===== src/rtl/fp_to_int.sv =====
`default_nettype none
// ============================================================================
//  Module      : fp_to_int
//  Description : Multi-cycle IEEE-754 binary32 to signed 32-bit integer
//                converter with five rounding modes, invalid/inexact flags
//                and a start/busy/done handshake. The alignment shifter
//                moves one bit per cycle.
//  Revision    : 1.0  initial release
// ============================================================================
module fp_to_int #(
  parameter int W = 32,  // word width, only 32 supported
  parameter int M = 22,  // MSB index of fraction field
  parameter int E = 30   // MSB index of exponent field
) (
  input  logic         clk,
  input  logic         rst_n,
  input  logic [W-1:0] i_in,
  input  logic [2:0]   i_round_m,
  input  logic         i_start,
  output logic         o_busy,
  output logic         o_done,
  output logic [W-1:0] o_out,
  output logic         o_inv,
  output logic         o_inexact
);

  // Rounding mode encodings shared with the FPU arithmetic units
  localparam logic [2:0] c_RM_RNE = 3'd0;
  localparam logic [2:0] c_RM_RNA = 3'd1;
  localparam logic [2:0] c_RM_RZ  = 3'd2;
  localparam logic [2:0] c_RM_RU  = 3'd3;
  localparam logic [2:0] c_RM_RD  = 3'd4;

  localparam logic [W-1:0] c_MAX_POS = {1'b0, {(W-1){1'b1}}};
  localparam logic [W-1:0] c_MAX_NEG = {1'b1, {(W-1){1'b0}}};
  // -2^31 is the only e=31 value that fits
  localparam logic [W-1:0] c_FP_INT_MIN = 32'hCF00_0000;

  typedef enum logic [2:0] {
    S_IDLE   = 3'd0,
    S_DECODE = 3'd1,
    S_SHIFT  = 3'd2,
    S_ROUND  = 3'd3,
    S_OUT    = 3'd4
  } state_t;

  state_t r_state, w_state_nxt;

  logic [W-1:0] r_in;
  logic [2:0]   r_rm;
  logic         r_sign;
  logic [W-1:0] r_mag;
  logic         r_guard;
  logic         r_sticky;
  logic         r_left;
  logic [4:0]   r_cnt;
  logic [W-1:0] r_out;
  logic         r_inv;
  logic         r_inexact;

  logic [E-M-1:0] w_exp;
  logic [M:0]     w_frac;
  logic           w_sign;
  logic           w_special;
  logic [W-1:0]   w_spec_out;
  logic           w_spec_inv;
  logic           w_spec_inx;
  logic           w_left;
  logic [4:0]     w_cnt;
  logic           w_inc;
  logic [W-1:0]   w_sum;
  logic [W-1:0]   w_rounded;

  assign w_sign = r_in[W-1];
  assign w_exp  = r_in[E:M+1];
  assign w_frac = r_in[M:0];

  // Classify the captured operand and precompute special results and shift count
  always_comb begin
    w_special  = 1'b0;
    w_spec_out = '0;
    w_spec_inv = 1'b0;
    w_spec_inx = 1'b0;
    w_left     = 1'b0;
    w_cnt      = 5'd0;
    if (w_exp == 8'd255) begin
      w_special  = 1'b1;
      w_spec_inv = 1'b1;
      w_spec_out = (w_sign && (w_frac == '0)) ? c_MAX_NEG : c_MAX_POS;
    end else if ((w_exp > 8'd158) || ((w_exp == 8'd158) && (r_in != c_FP_INT_MIN))) begin
      w_special  = 1'b1;
      w_spec_inv = 1'b1;
      w_spec_out = w_sign ? c_MAX_NEG : c_MAX_POS;
    end else if (w_exp == 8'd0) begin
      w_special = 1'b1;
      if (w_frac != '0) begin
        w_spec_inx = 1'b1;
        if ((r_rm == c_RM_RU) && !w_sign)
          w_spec_out = {{(W-1){1'b0}}, 1'b1};
        else if ((r_rm == c_RM_RD) && w_sign)
          w_spec_out = {W{1'b1}};
      end
    end else if (w_exp >= 8'd150) begin
      // e >= 23: left shift by e-23; 150 mod 32 = 22 keeps it in 5 bits
      w_left = 1'b1;
      w_cnt  = w_exp[4:0] - 5'd22;
    end else if (w_exp <= 8'd125) begin
      // right shift distance capped at 25: everything is guard/sticky by then
      w_cnt = 5'd25;
    end else begin
      w_cnt = 5'd22 - w_exp[4:0];
    end
  end

  // Rounding increment and signed result from the aligned magnitude
  always_comb begin
    w_inc = 1'b0;
    case (r_rm)
      c_RM_RNE: w_inc = r_guard & (r_sticky | r_mag[0]);
      c_RM_RNA: w_inc = r_guard;
      c_RM_RU:  w_inc = (r_guard | r_sticky) & ~r_sign;
      c_RM_RD:  w_inc = (r_guard | r_sticky) & r_sign;
      default:  w_inc = 1'b0;
    endcase
    w_sum     = r_mag + {{(W-1){1'b0}}, w_inc};
    w_rounded = r_sign ? (~w_sum + {{(W-1){1'b0}}, 1'b1}) : w_sum;
  end

  // State register
  always_ff @(posedge clk or negedge rst_n) begin
    if (!rst_n) r_state <= S_IDLE;
    else        r_state <= w_state_nxt;
  end

  // Next-state selection
  always_comb begin
    w_state_nxt = r_state;
    case (r_state)
      S_IDLE:   if (i_start) w_state_nxt = S_DECODE;
      S_DECODE: begin
        if (w_special)           w_state_nxt = S_OUT;
        else if (w_cnt == 5'd0)  w_state_nxt = S_ROUND;
        else                     w_state_nxt = S_SHIFT;
      end
      S_SHIFT:  if (r_cnt == 5'd1) w_state_nxt = S_ROUND;
      S_ROUND:  w_state_nxt = S_OUT;
      S_OUT:    w_state_nxt = S_IDLE;
      default:  w_state_nxt = S_IDLE;
    endcase
  end

  // Datapath: capture, decode, serial shift, round; results load on entry to OUT
  always_ff @(posedge clk or negedge rst_n) begin
    if (!rst_n) begin
      r_in      <= '0;
      r_rm      <= 3'd0;
      r_sign    <= 1'b0;
      r_mag     <= '0;
      r_guard   <= 1'b0;
      r_sticky  <= 1'b0;
      r_left    <= 1'b0;
      r_cnt     <= 5'd0;
      r_out     <= '0;
      r_inv     <= 1'b0;
      r_inexact <= 1'b0;
    end else begin
      case (r_state)
        S_IDLE: begin
          if (i_start) begin
            r_in <= i_in;
            r_rm <= i_round_m;
          end
        end
        S_DECODE: begin
          r_sign   <= w_sign;
          r_mag    <= {{(W-M-2){1'b0}}, 1'b1, w_frac};
          r_guard  <= 1'b0;
          r_sticky <= 1'b0;
          r_left   <= w_left;
          r_cnt    <= w_cnt;
          if (w_special) begin
            r_out     <= w_spec_out;
            r_inv     <= w_spec_inv;
            r_inexact <= w_spec_inx;
          end
        end
        S_SHIFT: begin
          if (r_left) begin
            r_mag <= {r_mag[W-2:0], 1'b0};
          end else begin
            r_mag    <= {1'b0, r_mag[W-1:1]};
            r_guard  <= r_mag[0];
            r_sticky <= r_sticky | r_guard;
          end
          r_cnt <= r_cnt - 5'd1;
        end
        S_ROUND: begin
          r_out     <= w_rounded;
          r_inv     <= 1'b0;
          r_inexact <= r_guard | r_sticky;
        end
        default: ;
      endcase
    end
  end

  assign o_busy    = (r_state != S_IDLE);
  assign o_done    = (r_state == S_OUT);
  assign o_out     = r_out;
  assign o_inv     = r_inv;
  assign o_inexact = r_inexact;

endmodule
`default_nettype wire


===== config.mk =====
export PLATFORM = sky130hd
export DESIGN_NAME = fp_to_int
export DESIGN_NICKNAME = d
export VERILOG_FILES = /design/src/rtl/fp_to_int.sv
export SDC_FILE = /design/constraint.sdc
export NUM_CORES = 1
export LEC_CHECK = 0
export ABC_AREA = 1
export BUFFER_PORTS_ARGS = -buffer_cell sky130_fd_sc_hd__buf_2
export CAP_MARGIN = 20
export CORE_ASPECT_RATIO = 1.5
export CORE_MARGIN = 3
export CORE_UTILIZATION = 40
export CTS_BUF_LIST = sky130_fd_sc_hd__clkbuf_4
export DETAILED_ROUTE_END_ITERATION = 16
export GPL_ROUTABILITY_DRIVEN = 1
export PLACE_DENSITY = 0.55
export SETUP_SLACK_MARGIN = 0.1
export SLEW_MARGIN = 20
export SYNTH_ARGS = -nofsm -noshare
export SYNTH_HDL_FRONTEND = slang
export SYNTH_SLANG_ARGS = --single-unit

===== constraint.sdc =====
create_clock -name clk -period 5.05 [get_ports clk]
set_input_delay 0.505 -clock clk [delete_from_list [all_inputs] [get_ports clk]]
set_output_delay 0.505 -clock clk [all_outputs]
set_load 0.1 [all_outputs]

Word level (Yosys, flattened, before mapping)

Index checks and enable logic that the tools add are counted.

Output and inout port bits: 36
Bits in registers: 113

Add/sub/neg operators: 5
Order comparisons: 3
Bitwise gates (word level): 7
Reductions and logical operators: 19
Equal/unequal tests: 15
Muxes and demuxes: 46

Operators with widths:

| cell                                                                              | count |
|---|---|
| 32-bit two-way mux                                                                | 11 |
| 32-bit case mux with 2 select lines                                               | 2 |
| 32-bit by 1-bit adder with 32-bit output                                          | 1 |
| 32-bit by 1-bit adder with 32-bit output (second input constant)                  | 1 |
| 32-bit inequality test (second input constant)                                    | 1 |
| 32-bit inverter                                                                   | 1 |
| 5-bit two-way mux                                                                 | 5 |
| 23-bit logical NOT                                                                | 1 |
| 23-bit nonzero test                                                               | 1 |
| 1-bit two-way mux                                                                 | 18 |
| 8-bit equality test (second input constant)                                       | 2 |
| 3-bit case mux with 4 select lines                                                | 1 |
| 5-bit case mux with 2 select lines                                                | 1 |
| 3-bit by 2-bit equality test with 1-bit output (second input constant)            | 3 |
| 3-bit two-way mux                                                                 | 3 |
| 8-bit >= comparator (second input constant)                                       | 1 |
| 8-bit greater-than comparator (second input constant)                             | 1 |
| 8-bit by 7-bit less-or-equal comparator with 1-bit output (second input constant) | 1 |
| 8-bit logical NOT                                                                 | 1 |
| 2-bit inequality test (second input constant)                                     | 4 |
| 1-bit case mux with 2 select lines                                                | 4 |
| 2-bit AND reduction                                                               | 4 |
| 3-bit by 1-bit equality test with 1-bit output (second input constant)            | 2 |
| 3-bit equality test (second input constant)                                       | 2 |
| other kinds (15)                                                                  | 23 |

Logic depth before layout (Yosys ltp)

Gate-level depths: netlist of run 1.

Word-level depth: 10
Depth in mapped cells: 23
Mapped depth without buffers: 23

Worst setup path after synthesis of run 1

OpenSTA, ideal clock, no wires.

Kind: register to register
From: reg r_sign
To: reg r_out[19], in the netlist o_out[19]
Setup time: 78 ps
Cell stages (with the launch flop): 20
Required time: 4972 ps
Setup slack: 2010 ps
Buffers on the path: 2
Period minus slack after synthesis: 3040 ps
Arrival: 2962 ps
Cells stage by stage: dfrtp_1 -> buf_2 -> clkbuf_1 -> o221ai_1 -> o41ai_1 -> ha_1 -> ha_1 -> inv_1 -> nor2_4 -> nand2_2 -> nor2_2 -> nand2_1 -> nand2_1 -> nand3_1 -> nor2_2 -> nand3_1 -> nand2_2 -> xor2_1 -> nand2_1 -> a21oi_1

Longest elaborated chain between the ends: 8
Elaborated cells between the ends (all ways): 9

Ends and longest elaborated chain:

| what                                     | line | text |
|---|---|---|
| from (decl)                              | 51   | `logic r_sign;` |
| from (signal assigned)                   | 175  | `r_sign <= w_sign;` |
| 1-bit inverter                           | 121  | `c_RM_RU: w_inc = (r_guard \| r_sticky) & ~r_sign;` |
| 1-bit bitwise AND                        | 121  |  |
| 1-bit case mux with 4 select lines       | 118  | `case (r_rm)` |
| 32-bit by 1-bit adder with 32-bit output | 125  | `w_sum = r_mag + {{(W-1){1'b0}}, w_inc};` |
| 32-bit inverter                          | 126  | `w_rounded = r_sign ? (~w_sum + {{(W-1){1'b0}}, 1'b1}) : w_sum;` |
| 32-bit by 1-bit adder with 32-bit output | 126  |  |
| 32-bit two-way mux (*)                   | 126  |  |
| 32-bit case mux with 2 select lines (*)  | 167  | `case (r_state)` |
| to (signal assigned)                     | 182  | `r_out <= w_spec_out;` |
| to (signal assigned)                     | 198  | `r_out <= w_rounded;` |
| to (decl)                                | 57   | `logic [W-1:0] r_out;` |

Mark *: on every way between the ends. The rest lies on a longest branch, timed or not.
A chain may end at the register's enable or synchronous reset.

Final worst setup path of run 1

From: reg r_rm[2]
To: reg r_out[24], in the netlist o_out[24]

Longest elaborated chain between the ends: 10
Elaborated cells between the ends (all ways): 19

Ends and longest elaborated chain:

| what                                                                             | line | text |
|---|---|---|
| from (decl)                                                                      | 50   | `logic [2:0] r_rm;` |
| from (signal assigned)                                                           | 171  | `r_rm <= i_round_m;` |
| branches (longest 9 deep; another with 32-bit by 1-bit adder with 32-bit output) | n/a  |  |
| 32-bit case mux with 2 select lines (*)                                          | 167  |  |

Mark *: on every way between the ends. The select of a mux whose other input is x is not followed.

==> results of run 1 <==
==> cell usage after synthesis <==
| library cell | count |
|---|---|
| nor4_2 | 1 |
| xnor2_1 | 2 |
| mux2_2 | 2 |
| nor2_1 | 139 |
| o211ai_1 | 4 |
| nand3_4 | 1 |
| dfrtp_1 | 113 |
| clkbuf_1 | 26 |
| a21oi_1 | 75 |
| nand2_1 | 296 |
| o21ai_0 | 56 |
| o221ai_1 | 26 |
| o311ai_0 | 2 |
| o21ai_2 | 2 |
| o22ai_1 | 9 |
| nor2_4 | 8 |
| inv_2 | 4 |
| o311ai_2 | 1 |
| o21bai_1 | 2 |
| nand4_1 | 18 |
| o32ai_1 | 1 |
| o21a_1 | 1 |
| nand2_2 | 12 |
| nand3_1 | 64 |
| nand2_4 | 1 |
| a21oi_4 | 1 |
| o41ai_1 | 1 |
| inv_1 | 110 |
| a31oi_1 | 1 |
| nor4_1 | 1 |
| buf_4 | 1 |
| xor2_1 | 19 |
| ha_1 | 11 |
| nor3_1 | 6 |
| o21ai_1 | 1 |
| and2_1 | 2 |
| nor2_2 | 14 |
| nor3b_1 | 1 |
| and2_4 | 1 |
| buf_2 | 11 |
| nand3_2 | 5 |
==> per-stage QoR <==
| step | hold WS [ns] | instances | cell area [sq um] | setup slack, ns | util [%] |
|---|---|---|---|---|---|
| floorplan | 0.209 | 1052 | 7320 | 2.01 | - |
| global placement | 0.493 | 1311 | 7860 | 1.72 | 43.8 |
| detailed placement | 0.502 | 1311 | 7870 | 1.70 | 43.8 |
| CTS | 0.137 | 1344 | 8160 | 1.67 | 45.5 |
| global route | 0.150 | 1345 | 8160 | 1.31 | 45.5 |
| finish | 0.175 | 1345 | 8160 | 1.71 | 45.5 |
==> worst register-to-register path, cell delays in order (launching register included) <==
cell	delay, ns
dfrtp_1	0.42
nor3_1	0.26
o221ai_1	0.14
o41ai_1	0.08
ha_1	0.32
ha_1	0.28
inv_1	0.11
nand2_1	0.09
nand2_1	0.12
nor2_1	0.20
nand3_1	0.13
nor2_2	0.17
nand3_1	0.11
nand2_1	0.12
nand3_4	0.13
nor2_4	0.19
nand2_1	0.07
nand2_1	0.07
nand3_1	0.09
a21oi_1	0.17
==> power by group <==
group          switching, mW  internal, mW
Sequential             0.365          1.35
Clock                  0.396         0.303
Combinational           2.91         0.961
==> kinds of logic (layout without fill, tap and decap cells) <==
kind of cell / count (synthesis) / count (layout) / share of synthesized area [%]
buf+inv: 152 / 227 / 8.03
compound gates: 183 / 183 / 14.9
fa+ha+maj: 11 / 11 / 1.88
mux: 2 / 2 / 0.308
flops: 113 / 113 / 38.6
xor+xnor: 21 / 21 / 2.51
other cells: 0 / 1 / 0
simple gates: 570 / 570 / 33.8
==> registers in the layout, indices dropped and copies added (netlist names) <==
name,flops
r_sticky,1
r_mag,32
o_out,32
o_inexact,1
r_sign,1
o_inv,1
r_state,3
r_guard,1
r_in,32
r_left,1
r_cnt,5
r_rm,3
==> final cells by class <==
cell class | count | share of cell area, %
Multi-Input combinational cell | 787 | 48.0
Sequential cell | 113 | 34.7
Timing Repair Buffer | 81 | 5.28
Inverter | 114 | 5.24
Tap cell | 217 | 3.33
Clock buffer | 19 | 1.75
Clock inverter | 13 | 1.70
Antenna cell | 1 | 0.0307
==> routing by layer <==
layer  global-route usage (%)  vias up
met4                     7.22        0
met5                        0        -
met1                     26.7     3224
met3                     3.70       27
met2                     36.7      133
li1                         -     3563
==> worst max-delay path by stage <==
stage | endpoint | cells past startpoint
2_1_floorplan | o_out[19]$_DFFE_PN0P_ | 19
5_1_grt | o_out[30]$_DFFE_PN0P_ | 20
3_3_place_gp | o_out[24]$_DFFE_PN0P_ | 19
4_1_cts | o_out[24]$_DFFE_PN0P_ | 19
6_report | o_out[24]$_DFFE_PN0P_ | 19
3_5_place_dp | o_out[24]$_DFFE_PN0P_ | 19
==> timing repair <==
item	4_1_cts	5_1_grt
buffers inserted	0	0
hold buffers	1	0
hold endpoints to repair	48	0
==> impl_metrics.json, run 1 <==
{
  "syn-cell-area_sq_um": 7320,
  "grt_pass1_vias": 6688,
  "path_max_fanout": 7,
  "drt_pass1_iterations": 5,
  "cap_violations": 0,
  "final_common_cell": "nand2_1",
  "hp-start": "i_in[25]",
  "setup-violations-final": 0,
  "grt_max_degree": 69,
  "critPathLaunchType": "flop",
  "rsz0062_at_grt": "no",
  "grtUsageTotal_pct": 21.3,
  "top_layer": "met4",
  "ff_latch_area_sq_um": 2830,
  "power_mw": 6.29,
  "io_buffers": 73,
  "cpPeakStageDelay_ns": 0.42,
  "synthCells": 1052,
  "drt_iter0_markers": 462,
  "min_to": "r_in[25]$_DFFE_PN0P_",
  "whs_path_depth": 2,
  "status": "finished clean",
  "wl_um": 20200,
  "multi_input_area_sq_um": 3920,
  "m1WireLength_um": 8900,
  "synth-seq-area-share_pct": 38.6,
  "wire_per_inst_um": 15.0,
  "critical_path.most_common_cell": "nand2_1",
  "layout_common_cells": "nand2_1 (295), nor2_1 (138), dfrtp_1 (113)",
  "endpoint_kind": "flop",
  "synth.top_cells.by_area": "dfrtp_1 (39%), nand2_1 (15%), nor2_1 (7.1%), inv_1 (5.6%), a21oi_1 (5.1%)",
  "ctsResizeCount": 0,
  "dieWidth_um": 116,
  "crit_start": "r_rm[2]$_DFFE_PN0P_",
  "clk_pin_slew_ns": 0.11,
  "crit_path_cell_trace": "nor3_1 -> o221ai_1 -> o41ai_1 -> ha_1 -> ha_1 -> inv_1 -> nand2_1 -> nand2_1 -> nor2_1 -> nand3_1 -> nor2_2 -> nand3_1 -> nand2_1 -> nand3_4 -> nor2_4 -> nand2_1 -> nand2_1 -> nand3_1 -> a21oi_1",
  "gp_congestion": 0.886,
  "dieArea_sq_um": 20000,
  "cts.sinks": 113,
  "fin_nets": 1163,
  "syn_nets": 1101,
  "yosysWarnings": 0,
  "final_layout_size_suffix_gt1_share_pct": 14.8,
  "yosysUniqueCellTypes": 41,
  "fin_crit_ns": 3.34,
  "hp-class": "input port to flop",
  "cp_data_arrival_time_ns": 3.82,
  "rr_worst_depth": 19,
  "synth_area_leader_cell": "dfrtp_1",
  "drc": 0,
  "dp_hpwl_um": 15300,
  "syn_area_per_cell_sq_um": 6.96,
  "max_slew.worst_pin.slew_ns": 0.995,
  "via_count": 6947,
  "io_pins": 74,
  "fin_skew_ns": 0.0321,
  "die_h_um": 172,
  "core_area_sq_um": 17900,
  "ctsRootBufferMaster": "clkbuf_4",
  "wl_met2_um": 10100,
  "drv_slew": 0,
  "syn2layout_area_growth_pct": 11.4,
  "r2r-start": "r_rm[2]$_DFFE_PN0P_",
  "path_buf_inv": 1,
  "required_ns": 5.53,
  "antenna_found_initial": 1,
  "grt_pass1_wl_um": 33400,
  "cts_tree": "done",
  "rows": 60,
  "critPathTopFamily": "simple AND/OR/NAND/NOR gates",
  "ys_ff_latch": 113,
  "max_slew_margin_pct": 33.6,
  "cp_slowest_cell": "dfrtp_1",
  "clockBufferDepth": 2,
  "finalCritPeriodShare_pct": 66.2,
  "peakVddDrop_mv": 0.298,
  "via_per_inst": 5.17,
  "clk_latency_ns": 0.57,
  "cts_buffers": 17,
  "start_util_pct": 40.8,
  "fin_tns_setup_ns": 0,
  "fmax_mhz": 299,
  "final_antenna_net_count": 0,
  "synth_top_area_share_pct": 38.6,
  "fillers": 1957,
  "reg2reg_setup_slack_ns": 1.71,
  "p_leak_nw": 3.79,
  "worst-setup-path-type": "flop to flop",
  "gr-total-overflow": 0,
  "wl_met3_um": 741,
  "p_per_area_nw_per_um2": 770,
  "h-tree-depth": 4,
  "finalHoldViolations": 0,
  "reg2reg_to": "o_out[24]$_DFFE_PN0P_"
}
Note: power is estimated with default switching activity, not from simulation.
==> inputs of run 2 (changes only) <==
Settings changed: PLACE_DENSITY 0.55 to 0.57.
Clock period 5.05 ns to 2.75 ns, I/O delays scaled along.
==> run 2 against run 1 <==
Against the previous run: the flow now finishes with violations (negative setup slack); worst hold slack got worse by 0.081 ns; sequential cell count unchanged; die area unchanged; clock power increased by 81%; final area up 20%; sequential share of layout area fell by 5.6 points; routed wire length increased by 4.7%; critical path depth is 3 higher; setup slack got worse by 2.0 ns; critical path type unchanged; critical endpoint is now o_out[31]$_DFFE_PN0P_; largest cell class unchanged.
==> impl_metrics.json, run 2 (synthesized netlist as in run 1, its figures left out) <==
{
  "fin_crit_ns": 3.02,
  "violations": "negative setup slack",
  "seq_power_share_pct": 24.4,
  "grt_pass1_vias": 7213,
  "power_mw": 12.9,
  "ff_latch_area_sq_um": 2830,
  "dp_slack_ns": -0.365,
  "drt_iter0_markers": 402,
  "final_common_cell": "nand2_1",
  "intPower_mw": 5.82,
  "cts.sinks": 113,
  "cp_data_arrival_time_ns": 3.46,
  "p_leak_nw": 4.58,
  "io_pins": 74,
  "dieArea_sq_um": 20000,
  "grt_pass1_wl_um": 34600,
  "path_buf_inv": 3,
  "worst-setup-path-type": "flop to flop",
  "wl_um": 21200,
  "drc": 0,
  "cpPeakStageDelay_ns": 0.41,
  "layout_common_cells": "nand2_1 (268), nor2_1 (130), buf_4 (112)",
  "h-tree-depth": 4,
  "via_per_inst": 5.04,
  "switching_share_pct": 55.0,
  "final_layout_size_suffix_gt1_share_pct": 26.8,
  "clkPwrFrac_pct": 9.8,
  "critPathTopFamily": "simple AND/OR/NAND/NOR gates",
  "placedCellCount": 1391,
  "clk_latency_ns": 0.54,
  "wire_per_inst_um": 14.2,
  "final_antenna_net_count": 0,
  "fin_tns_setup_ns": -4.30,
  "grtUsageTotal_pct": 21.9,
  "drv_slew": 0,
  "via_count": 7520,
  "switching_power_mw": 7.12,
  "clk_pin_slew_ns": 0.11,
  "rsz0062_at_grt": "yes",
  "drt_pass1_iterations": 5,
  "clockBufferDepth": 2,
  "max_slew_margin_pct": 61.5,
  "cts_tree": "done",
  "required_ns": 3.19,
  "fillers": 1774,
  "crit_path_cell_trace": "inv_2 -> nor3_4 -> o221ai_2 -> o41ai_4 -> ha_2 -> ha_4 -> inv_4 -> nor2_4 -> nand2_2 -> nand2_2 -> nand2_2 -> nor2_4 -> nand2_2 -> nor2_4 -> nand2_4 -> nor2_4 -> nand3_2 -> nand2_4 -> buf_6 -> nand3_1 -> nand3_1 -> a21oi_1",
  "path_max_fanout": 7,
  "core_area_sq_um": 17900,
  "fin_util_pct": 54.4,
  "rows": 60,
  "setup-violations-final": 25,
  "p_per_area_nw_per_um2": 1330,
  "dpl-instance-area_sq_um": 8570,
  "fmax_mhz": 331,
  "dp_hpwl_um": 15700,
  "gp_congestion": 0.903,
  "fin_skew_ns": 0.0139,
  "grt_util_met2_pct": 37.9,
  "hp-class": "input port to flop",
  "p_comb_share_pct": 65.8,
  "dieWidth_um": 116,
  "busiest_layer": "met2",
  "max_slew.worst_pin.slew_ns": 0.577,
  "gr-usage-met1_pct": 26.0,
  "fin_area_sq_um": 9750,
  "antenna_found_initial": 1,
  "multi_input_area_sq_um": 4260,
  "worst_hold_slack_ns": 0.0939,
  "cts_buffers": 17,
  "layout.cells.non_filler": 1492,
  "ctsRootBufferMaster": "clkbuf_4",
  "cp_slowest_cell": "dfrtp_1",
  "critPathLaunchType": "flop",
  "peakVddDrop_mv": 0.549,
  "io_buffers": 73,
  "start_util_pct": 40.8,
  "fin_nets": 1310,
  "die_h_um": 172,
  "setup_slack_ns": -0.271,
  "gr-total-overflow": 0,
  "status": "finished with violations",
  "grt_util_met3_pct": 4.08,
  "endpoint_kind": "flop",
  "syn2layout_area_growth_pct": 33.2,
  "finalHoldViolations": 0,
  "finalCritPeriodShare_pct": 110,
  "grt_max_degree": 53,
  "cap_violations": 0
}
run 2: final cells by class:
type,count,share of cell area [%]
Antenna cell,1,0.0257
Multi-Input combinational cell,787,43.6
Clock inverter,15,1.53
Clock buffer,17,1.31
Sequential cell,113,29.0
Tap cell,217,2.78
Inverter,114,4.41
Timing Repair Buffer,228,17.3
run 2: routing by layer:
| layer | vias up | wire length [um] |
|---|---|---|
| met1 | 3461 | 8930 |
| met5 | - | 0 |
| met4 | 0 | 806 |
| met2 | 147 | 10800 |
| li1 | 3862 | - |
| met3 | 50 | 666 |
run 2: path summary, 6_finish.rpt:
kind	to	cells past startpoint	slack [ns]	from
max reg2reg	o_out[31]$_DFFE_PN0P_	22	-0.27	r_rm[1]$_DFFE_PN0P_
min in group asynchronous	o_out[27]$_DFFE_PN0P_	2	0.26	rst_n
min reg2reg	o_out[26]$_DFFE_PN0P_	2	0.52	o_out[26]$_DFFE_PN0P_
max in group asynchronous	o_out[15]$_DFFE_PN0P_	3	1.74	rst_n
min	r_state[0]$_DFFE_PN0P_	3	0.09	i_start
max	o_out[31]$_DFFE_PN0P_	22	-0.27	r_rm[1]$_DFFE_PN0P_
run 2: tightest hold or removal path: stages:
cell	delay, ns
buf_2	0.11
o211ai_1	0.16
a21oi_1	0.05
run 2: power by group through the flow:
stage / Combinational (mW) / Clock, mW / Sequential, mW
finish: 8.51 / 1.27 / 3.15
global route: 9.34 / 1.37 / 3.27
CTS: 8.17 / 1.31 / 3.13
detailed placement: 7.90 / 0 / 3.15
global placement: 7.87 / 0 / 3.13
floorplan: 4.06 / 0 / 4.85
run 2: what timing repair did:
item	in CTS	in global routing
resized for setup	23	63
pin swaps	31	47
hold endpoints to repair	76	0
setup buffers	19	13
hold buffers	36	0
endpoints found under the setup margin	26	29
==> inputs of run 3 (changes only) <==
Settings changed: BUFFER_PORTS_ARGS -buffer_cell sky130_fd_sc_hd__buf_2 to unset, CORE_MARGIN 3 to 1.5, DONT_BUFFER_PORTS set to 1, PLACE_DENSITY 0.57 to 0.53.
==> run 3 against run 2 <==
Against the previous run: the flow finishes with violations (negative hold slack, negative setup slack); routed wire length shrank 1.0%; critical path depth is the same; clock skew grew 0.0077 ns; register-to-register slack gained 0.09 ns; power shrank 1.8%; sequential share of layout area grew 1.5 points; critical endpoint is now o_out[23]$_DFFE_PN0P_.
==> impl_metrics.json, run 3 (synthesized netlist as in run 1, its figures left out) <==
{
  "status": "finished with violations",
  "violations": "negative hold slack, negative setup slack",
  "fin_crit_ns": 2.93,
  "final_antenna_net_count": 0,
  "crit_path_cell_trace": "inv_2 -> nor3_4 -> o221ai_2 -> o41ai_2 -> ha_2 -> ha_4 -> inv_2 -> nor2_4 -> nand2_2 -> nand2_1 -> nand2_1 -> nor2_2 -> nand2_2 -> nor2_2 -> nand2_2 -> nor2_4 -> nand3_4 -> nand2_4 -> buf_4 -> nand2_1 -> nand3_1 -> a21oi_2",
  "worst_hold_slack_ns": -0.613,
  "fmax_mhz": 341,
  "io_pins": 74,
  "holdBufCountCts": 36,
  "power_mw": 12.7,
  "grt_max_degree": 114,
  "rows": 60,
  "reg2reg_setup_slack_ns": -0.18,
  "fin_skew_ns": 0.0215,
  "path_max_fanout": 7,
  "cts.sinks": 113,
  "setup_slack_ns": -0.181,
  "fin_nets": 1228,
  "grt_pass1_vias": 7024,
  "fin_util_pct": 51.7,
  "reg2reg_to": "o_out[23]$_DFFE_PN0P_",
  "drc": 0,
  "dp_slack_ns": -0.328,
  "hp-class": "input port to async pin",
  "layout.cells.non_filler": 1410,
  "syn2layout_area_growth_pct": 26.7,
  "finalCritPeriodShare_pct": 107,
  "p_per_area_nw_per_um2": 1370,
  "rr_worst_depth": 22,
  "max_slew_margin_pct": 37.4,
  "gr-total-overflow": 0,
  "io_buffers": 0,
  "cap_violations": 0,
  "critPathLaunchType": "flop",
  "grt_pass1_wl_um": 35100,
  "die_h_um": 169,
  "clk_latency_ns": 0.57,
  "wl_um": 21000,
  "ctsRootBufferMaster": "clkbuf_4",
  "core_area_sq_um": 17900,
  "p_leak_nw": 4.20,
  "cts_tree": "done",
  "max_slew.worst_pin.slew_ns": 0.940,
  "setup-violations-final": 21,
  "drt_pass1_iterations": 5,
  "peakVddDrop_mv": 0.609,
  "dieWidth_um": 113,
  "finalHoldViolations": 113,
  "wire_per_inst_um": 14.9,
  "clockBufferDepth": 2,
  "final_common_cell": "nand2_1",
  "antenna_found_initial": 1,
  "rsz0062_at_grt": "yes",
  "grtUsageTotal_pct": 23.1,
  "fin_tns_setup_ns": -1.96,
  "layout_common_cells": "nand2_1 (275), nor2_1 (132), dfrtp_1 (111)",
  "cp_slowest_cell": "dfrtp_1",
  "dieArea_sq_um": 19100,
  "cp_data_arrival_time_ns": 3.39,
  "start_util_pct": 40.8,
  "worst-setup-path-type": "flop to flop",
  "h-tree-depth": 4,
  "required_ns": 3.21,
  "gp_congestion": 0.907,
  "placedCellCount": 1327,
  "r2r-start": "r_rm[1]$_DFFE_PN0P_",
  "clk_pin_slew_ns": 0.12,
  "cts_buffers": 17,
  "cpPeakStageDelay_ns": 0.39,
  "drt_iter0_markers": 356,
  "via_count": 7189,
  "endpoint_kind": "flop",
  "final_layout_size_suffix_gt1_share_pct": 21.6,
  "drv_slew": 0,
  "via_per_inst": 5.10,
  "dp_hpwl_um": 15300
}
==> run 3: changes by cell type in the layout (fill, tap and decap cells not counted), moves of 3 or more <==
cell / before / now
clkinv_2: 3 / 0
nand2_1: 268 / 275
clkinv_1: 7 / 2
a21oi_1: 68 / 65
buf_6: 4 / 0
nor2_4: 17 / 14
clkinvlp_4: 0 / 4
buf_2: 72 / 0
nand2_2: 34 / 30
a21oi_2: 7 / 10
buf_4: 112 / 107
nand2_4: 7 / 4
==> run 3: what timing repair did <==
item	4_1_cts	5_1_grt
pin swaps	20	28
hold endpoints to repair	149	113
setup buffers	7	7
endpoints found under the setup margin	26	27
resized for setup	19	50
==> run 3: where the power goes <==
part / leakage (nW) / internal [mW] / switching (mW) / total, mW
Clock: 0.150 / 0.649 / 0.731 / 1.38
Combinational: 2.72 / 2.53 / 4.41 / 6.94
Sequential: 1.33 / 2.45 / 1.93 / 4.38
Total: 4.20 / 5.63 / 7.08 / 12.7
==> run 3: stage by stage <==
stage / cell area (sq um) / hold WS (ns)
after detailed placement: 8270 / -0.0164
after global routing: 9280 / -0.673
final: 9280 / -0.613
after floorplan: 7400 / -0.0206
after global placement: 8270 / -0.0162
after CTS: 9060 / -0.654
==> run 3: layout make-up <==
class	instances	area, sq um
repair buffers	146	1220
clock inverters	13	163
multi-input cells	787	4210
diodes	1	2.50
well taps	217	272
clock buffers	19	143
fillers	1852	8670
inverters	114	430
flip-flops and latches	113	2830
==> run 3: critical path: cells and delay by family, from the launching register on <==
kind | cells | cell delay [ns]
simple gates | 14 | 1.47
buf+inv | 3 | 0.26
flops | 1 | 0.39
fa+ha+maj | 2 | 0.50
compound gates | 3 | 0.24
==> run 3: worst max path at each step <==
stage	endpoint	slack [ns]	from	cells after the start
global placement	o_out[24]$_DFFE_PN0P_	-0.26	r_rm[2]$_DFFE_PN0P_	19
global route	o_out[30]$_DFFE_PN0P_	-0.38	r_rm[0]$_DFFE_PN0P_	20
CTS	o_out[24]$_DFFE_PN0P_	-0.20	r_rm[0]$_DFFE_PN0P_	20
floorplan	o_out[19]$_DFFE_PN0P_	-0.009	r_sign$_DFFE_PN0P_	20
finish	o_out[23]$_DFFE_PN0P_	-0.18	r_rm[1]$_DFFE_PN0P_	22
detailed placement	o_out[24]$_DFFE_PN0P_	-0.33	r_rm[2]$_DFFE_PN0P_	19
==> run 3: layer usage <==
metal	track usage (%)	wire (um)	up-vias
met5	0	0	-
met4	8.42	541	0
met3	4.08	620	31
met2	40.2	10700	145
met1	28.5	9170	3306
li1	-	-	3707
